<file path="src/rtl/pulse_train_gen.sv">
// pulse_train_gen: programmable pulse-train generator with busy/done/pulse count
//
// Ports:
//   clk         system clock, rising edge
//   rst_n       asynchronous active-low reset
//   start       launch strobe, accepted only in IDLE and only without stop
//   stop        abort request, honoured in any state
//   high_len    active-phase length in cycles (0 behaves as 1), latched on launch
//   low_len     inactive-phase length in cycles (0 behaves as 1), latched on launch
//   num_pulses  pulses per train, latched on launch; 0 runs until stop
//   signal_out  registered waveform
//   busy        high while a train runs (HIGH or LOW state)
//   done        one-cycle strobe on normal completion
//   pulse_cnt   completed active phases in the current or last train, saturating
//
// Build option: PULSE_TRAIN_ACTIVE_LOW_EN makes signal_out idle high and pulse low.
module pulse_train_gen #(
    parameter int CNT_W = 8,
    parameter int NUM_W = 8
) (
    input  logic             clk,
    input  logic             rst_n,
    input  logic             start,
    input  logic             stop,
    input  logic [CNT_W-1:0] high_len,
    input  logic [CNT_W-1:0] low_len,
    input  logic [NUM_W-1:0] num_pulses,
    output logic             signal_out,
    output logic             busy,
    output logic             done,
    output logic [NUM_W-1:0] pulse_cnt
);

`ifdef PULSE_TRAIN_ACTIVE_LOW_EN
    localparam logic ACT = 1'b0;
`else
    localparam logic ACT = 1'b1;
`endif

    typedef enum logic [1:0] {IDLE, HIGH, LOW} state_t;

    state_t           state;
    logic [CNT_W-1:0] cnt;
    logic [CNT_W-1:0] h_len;
    logic [CNT_W-1:0] l_len;
    logic [NUM_W-1:0] n_lat;

    // The phase counter counts down to zero, so a phase of length v loads v-1;
    // a zero length loads zero and therefore still lasts one cycle.
    function automatic logic [CNT_W-1:0] ld(input logic [CNT_W-1:0] v);
        return (v == '0) ? '0 : v - CNT_W'(1);
    endfunction

    always_ff @(posedge clk or negedge rst_n) begin
        if (!rst_n) begin
            state      <= IDLE;
            cnt        <= '0;
            h_len      <= '0;
            l_len      <= '0;
            n_lat      <= '0;
            pulse_cnt  <= '0;
            signal_out <= ~ACT;
            busy       <= 1'b0;
            done       <= 1'b0;
        end else begin
            done <= 1'b0;
            if (stop) begin
                state      <= IDLE;
                signal_out <= ~ACT;
                busy       <= 1'b0;
            end else begin
                case (state)
                    IDLE: begin
                        if (start) begin
                            state      <= HIGH;
                            h_len      <= high_len;
                            l_len      <= low_len;
                            n_lat      <= num_pulses;
                            pulse_cnt  <= '0;
                            cnt        <= ld(high_len);
                            signal_out <= ACT;
                            busy       <= 1'b1;
                        end
                    end
                    HIGH: begin
                        if (cnt == '0) begin
                            state      <= LOW;
                            cnt        <= ld(l_len);
                            signal_out <= ~ACT;
                            pulse_cnt  <= (&pulse_cnt) ? pulse_cnt : pulse_cnt + NUM_W'(1);
                        end else begin
                            cnt <= cnt - CNT_W'(1);
                        end
                    end
                    LOW: begin
                        if (cnt == '0) begin
                            // pulse_cnt already includes the pulse just finished
                            if (n_lat == '0 || pulse_cnt != n_lat) begin
                                state      <= HIGH;
                                cnt        <= ld(h_len);
                                signal_out <= ACT;
                            end else begin
                                state <= IDLE;
                                busy  <= 1'b0;
                                done  <= 1'b1;
                            end
                        end else begin
                            cnt <= cnt - CNT_W'(1);
                        end
                    end
                    default: begin
                        state      <= IDLE;
                        signal_out <= ~ACT;
                        busy       <= 1'b0;
                    end
                endcase
            end
        end
    end

endmodule

</file>
<file path="config.mk">
export PLATFORM = sky130hd
export DESIGN_NAME = pulse_train_gen
export DESIGN_NICKNAME = d
export VERILOG_FILES = /design/src/rtl/pulse_train_gen.sv
export SDC_FILE = /design/constraint.sdc
export NUM_CORES = 1
export LEC_CHECK = 0
export ABC_AREA = 1
export CORE_MARGIN = 1.5
export CORE_UTILIZATION = 45
export DETAILED_ROUTE_END_ITERATION = 10
export GPL_ROUTABILITY_DRIVEN = 0
export PLACE_DENSITY = 0.71
export RECOVER_POWER = 50
export SLEW_MARGIN = 5
export SYNTH_ARGS = -nofsm -noshare
export SYNTH_HDL_FRONTEND = slang
export SYNTH_SLANG_ARGS = --single-unit
</file>
<file path="constraint.sdc">
create_clock -name clk -period 1.8 [get_ports clk]
set_clock_uncertainty 0.2 [all_clocks]
set_input_delay 0.18 -clock clk [delete_from_list [all_inputs] [get_ports clk]]
set_output_delay 0.18 -clock clk [all_outputs]
set_load 0.02 [all_outputs]
</file>
# Word-level counts from Yosys, hierarchy flattened
# Cells that the tools add are included.
op_classes:
  n_mux: 32
  reduce_logical: 16
  bitwise_logic: 1
  shift: 0
  eq_ne: 13
  div_mod_pow: 0
  n_mul: 0
  n_addsub: 5
  n_lt_le_gt_ge: 0
ops:
  columns: ["operator", "n"]
  rows:
  - ["$mux 8", 10]
  - ["$logic_not 8->1", 5]
  - ["$sub 8x1->8 const B", 4]
  - ["$pmux 8 s3", 1]
  - ["$ne 3x3->1 const B", 6]
  - ["$pmux 8 s2", 1]
  - ["$mux 1", 13]
  - ["$reduce_and 4->1", 3]
  - ["$add 8x1->8 const B", 1]
  - ["$mux 2", 4]
  - ["$ne 2x2->1 const B", 4]
  - ["$ne 8x8->1", 1]
  - ["$reduce_and 8->1", 1]
  - ["$pmux 1 s3", 2]
  - ["$pmux 2 s3", 1]
  - ["$reduce_and 3->1", 2]
  - ["$reduce_and 5->1", 1]
  - ["$reduce_bool 3->1", 1]
  - ["$eq 2x1->1 const B", 1]
  - ["$eq 2x2->1 const B", 1]
  - ["$logic_not 2->1", 1]
  - ["$reduce_bool 2->1", 1]
  - ["$logic_or 1x1->1", 1]
  - ["$not 1->1", 1]
totals:
  mem_bits_rw: 0
  mem_count: 0
  ff_bits: 45
  latch_bits: 0
  out_inout_bits: 11
  elab_cells: 76
  romBits: 0

# Longest topological paths before layout
depth:
  ltp_word: 6
  ltp_mapped: 13

# Worst setup path after synthesis
# No wires, ideal clock.
synth_timing:
  kind: "flip-flop to flip-flop"
  start: "register state[0]"
  end: "register n_lat[0]"
  n_path_buf: 2
  path_slack_ps: -1
  stages_incl_launch_ff: 10
  period_less_slack_ps: 1801
  setup_time_ps: 132
  arrival_ps: 1469
  cell_sequence: "dfrtp_1 inv_1 ha_1 inv_1 nor2_1 inv_1 nor2_1 buf_2 clkbuf_1 o21ai_0"
synth_via:
  elab_chain_cells: 2
synth_rtl:
  columns: ["element", "line_no", "source"]
  rows:
  - ["from (decl)", "42", "state_t state;"]
  - ["from (signal assigned)", "56", "state <= IDLE;"]
  - ["from (signal assigned)", "68", "state <= IDLE;"]
  - ["from (signal assigned)", "75", "state <= HIGH;"]
  - ["$logic_not 2->1", "72", "case (state)"]
  - ["$reduce_and 3->1 (no line)", null, null]
  - ["to (signal assigned)", "78", "n_lat <= num_pulses;"]
  - ["to (decl)", "46", "logic [NUM_W-1:0] n_lat;"]
# No other way between the ends.
# A chain may end at the register's enable or synchronous reset.

# Final worst setup path
layout_timing:
  start: "register state[0]"
  end: "register state[1]"
layout_via:
  elab_chain_cells: 3
layout_rtl:
  columns: ["element", "line_no"]
  rows:
  - ["$eq 2x1->1 (tied with other cells)", "72"]
  - ["$ne 3x3->1 (no line) or $pmux 2 s3 (tied branches)", null]
  - ["$reduce_and 3->1 (no line) or $mux 2 (tied branches)", null]
# Parallel ways exist; a longest one is shown, timed or not.

==> run metrics <==
status=finished, final reports clean; fin crit share=0.9927; clk_lat worst skew=between 300 and 400 ps; Crit path required time=between 1500 and 2000 ps; combinational fraction of design power=0.644; Crit Path Class=register to register; IO Port Bufs=38; P_sw=~3.2 mW; CP Cell Sequence=inv_2, buf_4, ha_1, inv_2, nor2_1, nand2_1, o21ai_2, nor2_4, nand3_1, o21ai_0; Mapped Nets=530; unrepaired setup endpoints after global routing=true; hpwl dp=6232 um; Final Hold Fails=0; CTS tree=built; die area=approximately 7700 um^2; endpoints failing setup=0; crit path launch type=register; R2R depth=10; PwrDens=about 1400 nW/um^2; syn_area_per_cell=roughly 6.6 um^2; first-pass GRT wire length=approximately 13,000 um; Max-Cap Viols=0; Reg power frac=0.253; ant diodes=0; clock share of power=0.104; Post-Route WL=9377 um; pre-CTS WS=-148.6 ps; area occupied by multi-input gates=~2000 um^2; core area=6869 um^2; Initial Util=0.4699; Total GRT Usage=0.2202; maximum VDD drop=between 0.8 and 0.9 mV; fillers=between 500 and 600; max-slew violations=0; FF+latch area=around 1100 um^2; Leak=between 2 and 2.5 nW; Max Fclk=559.6 MHz; largest net degree at the start of global routing=48; post-DR wirelength/cell=roughly 13 um; Layout Nets=approximately 650; clock sinks=between 40 and 50; Syn-to-layout area delta=46.86%; layout cells sized above 1=0.2500; worst hold path type=input port to asynchronous set/reset pin; Critical R2R Launch=state[0]$_DFFE_PN0P_; register bit count reported by yosys=45; vias=3,501; Slew HR=0.5975; RR Endpoint=state[1]$_DFFE_PN0P_; Clock Pin Slew Worst Setup and Hold Paths=between 100 and 150 ps; Tmin final=approximately 1800 ps; height of the die=87.70 um; initial antenna violation count=0; drc violations=0; CP Capture Type=register; slowest CP cell=dfrtp_2; Arr. time, crit path=around 1800 ps; synthesized area=about 3200 um^2; gr ovfl total=0; switching power share of the total=0.4669; internal power=3.622 mW; Via density=~5; Root Driver=clkbuf_8; ANT nets after route=0; Worst R2R Setup Slack=10 ps; final worst slack=13.11 ps; vias in the first global route=about 3,100; die width=87.70 um; Synth Instances=488; num ports=39; FP Rows=30; register area share after synthesis=0.3488; most frequent CP cell=inv_2; synth unique cells=31; 1st-pass router iterations=5; CP Max Fanout=5; Max stage delay on crit path=between 400 and 500 ps; Setup TNS Final=0 ps; Post-Route Utilization=0.6902; CTS max path bufs=2; hold_ws=~180 ps; # H-tree levels=2; Num CTS Buffers=5; Worst-Margin Slew=between 600 and 700 ps; total of warnings raised by yosys=0; drt first-iter violations=~150
-- Yosys cell counts --
cell / n / area (um^2)
o21ai_2: 2 / 17.52
nand2_1: 173 / 649.4
o21ai_0: 42 / 210.2
nor4_1: 1 / 6.260
nand3_4: 1 / 17.52
inv_2: 1 / 3.750
nor2_8: 1 / 20.02
nand4_1: 5 / 31.28
nor2_4: 3 / 33.78
nand3_1: 32 / 160.2
a21oi_1: 10 / 50.05
inv_1: 67 / 251.5
nor2_1: 50 / 187.7
nor3_1: 4 / 20.02
inv_4: 1 / 6.260
xor2_1: 8 / 70.07
nand3_2: 1 / 10.01
buf_6: 1 / 11.26
a31oi_1: 2 / 12.51
clkbuf_1: 4 / 15.01
o31ai_1: 4 / 30.03
nand2_4: 1 / 11.26
ha_1: 14 / 175.2
nand2_2: 1 / 6.260
nand3b_1: 1 / 7.510
xnor2_1: 5 / 43.79
buf_2: 4 / 20.02
o22ai_1: 1 / 6.260
o21ai_1: 2 / 10.01
buf_4: 1 / 7.510
dfrtp_1: 45 / 1126
-- final cells by class --
type / count / area share
Clock buffer: 5 / 0.01452
Tap cell: 96 / 0.02534
Multi-Input combinational cell: 364 / 0.4217
Inverter: 69 / 0.05622
Sequential cell: 45 / 0.2381
Timing Repair Buffer: 118 / 0.2388
Clock inverter: 3 / 0.005278
-- routing by layer --
| metal | global-route usage | share of wire |
|---|---|---|
| met1 | 0.2397 | 0.40 |
| met2 | 0.4371 | 0.53 |
| met3 | 0.02356 | 0.043 |
| met4 | 0.07504 | 0.023 |
| met5 | 0 | 0 |
-- cells by family (layout without fill, tap and decap cells) --
family,Yosys count,count (layout),synth area share
compound gates,63,63,0.1043
simple gates,274,274,0.3597
buf+inv,79,195,0.09767
xor+xnor,13,13,0.03527
fa+ha+maj,14,14,0.05426
flops,45,45,0.3488
-- cell usage in the layout (no fill, tap or decap), types with 2 or more instances in the layout --
| cell type | count |
|---|---|
| dfrtp_1 | 43 |
| buf_12 | 4 |
| nand2_2 | 5 |
| clkdlybuf4s50_1 | 31 |
| dlymetal6s2s_1 | 3 |
| inv_1 | 53 |
| o21ai_1 | 13 |
| o31ai_2 | 3 |
| nor3_1 | 4 |
| nand2_1 | 167 |
| clkbuf_16 | 5 |
| o21ai_2 | 3 |
| nand2_4 | 3 |
| a21oi_1 | 6 |
| dlygate4sd2_1 | 3 |
| nor2_2 | 10 |
| nor2_1 | 37 |
| xor2_1 | 8 |
| inv_6 | 3 |
| inv_2 | 14 |
| xnor2_1 | 5 |
| ha_2 | 2 |
| nor2_4 | 6 |
| o21ai_0 | 30 |
| ha_4 | 4 |
| clkbuf_8 | 5 |
| buf_6 | 5 |
| nand4_1 | 5 |
| dfrtp_2 | 2 |
| buf_4 | 63 |
| ha_1 | 8 |
| clkbuf_2 | 2 |
| a21oi_2 | 3 |
| nand3_1 | 32 |
-- worst max-delay path: cells and delay by family (launching register included) --
family                     cells  cell delay [ps]
AOI/OAI and AO/OA              2              190
and+or+nand+nor                4              390
buffers and inverters          3              270
adders and majority gates      1              170
DFF                            1              450
-- worst max path at each step --
stage	from	end	slack, ps
finish	state[0]$_DFFE_PN0P_	state[1]$_DFFE_PN0P_	10
global route	cnt[0]$_DFFE_PN0P_	cnt[6]$_DFFE_PN0P_	-70
CTS	cnt[2]$_DFFE_PN0P_	cnt[6]$_DFFE_PN0P_	4
detailed placement	high_len[1]	cnt[7]$_DFFE_PN0P_	-150
global placement	high_len[1]	cnt[7]$_DFFE_PN0P_	-110
floorplan	pulse_cnt[1]$_DFFE_PN0P_	pulse_cnt[3]$_DFFE_PN0P_	2
-- what timing repair did --
action,CTS,global route
hold buffers,1,0
setup endpoints to repair,20,39
gates cloned,0,7
buffers inserted,1,9
pin swaps,3,20
hold endpoints to repair,20,0
gates resized for setup,21,65
-- power by group through the flow --
stage / Combinational (mW) / Sequential [mW] / Clock (mW)
final: 4.37 / 1.72 / 0.704
after detailed placement: 3.55 / 1.69 / 0
after global routing: 4.83 / 1.76 / 0.734
after floorplan: 2.18 / 1.73 / 0
after CTS: 3.68 / 1.69 / 0.709
after global placement: 3.49 / 1.68 / 0
-- flip-flops by register name, summed over array words and instances (netlist names) --
register and cells:
h_len 8, done 1, n_lat 8, cnt 8, state 2, busy 1
signal_out 1, l_len 8, pulse_cnt 8
-- metrics by stage --
| step | instance area [um^2] | power, mW | std cells |
|---|---|---|---|
| 2_1_floorplan | 3229 | 3.905 | 488 |
| 4_1_cts | 4337 | 6.076 | 684 |
| 3_5_place_dp | 4175 | 5.247 | 674 |
| 6_report | 4741 | 6.794 | 700 |
| 3_3_place_gp | 4175 | 5.169 | 674 |
| 5_1_grt | 4741 | 7.324 | 700 |
No activity file was read; power rests on OpenSTA's default activity.
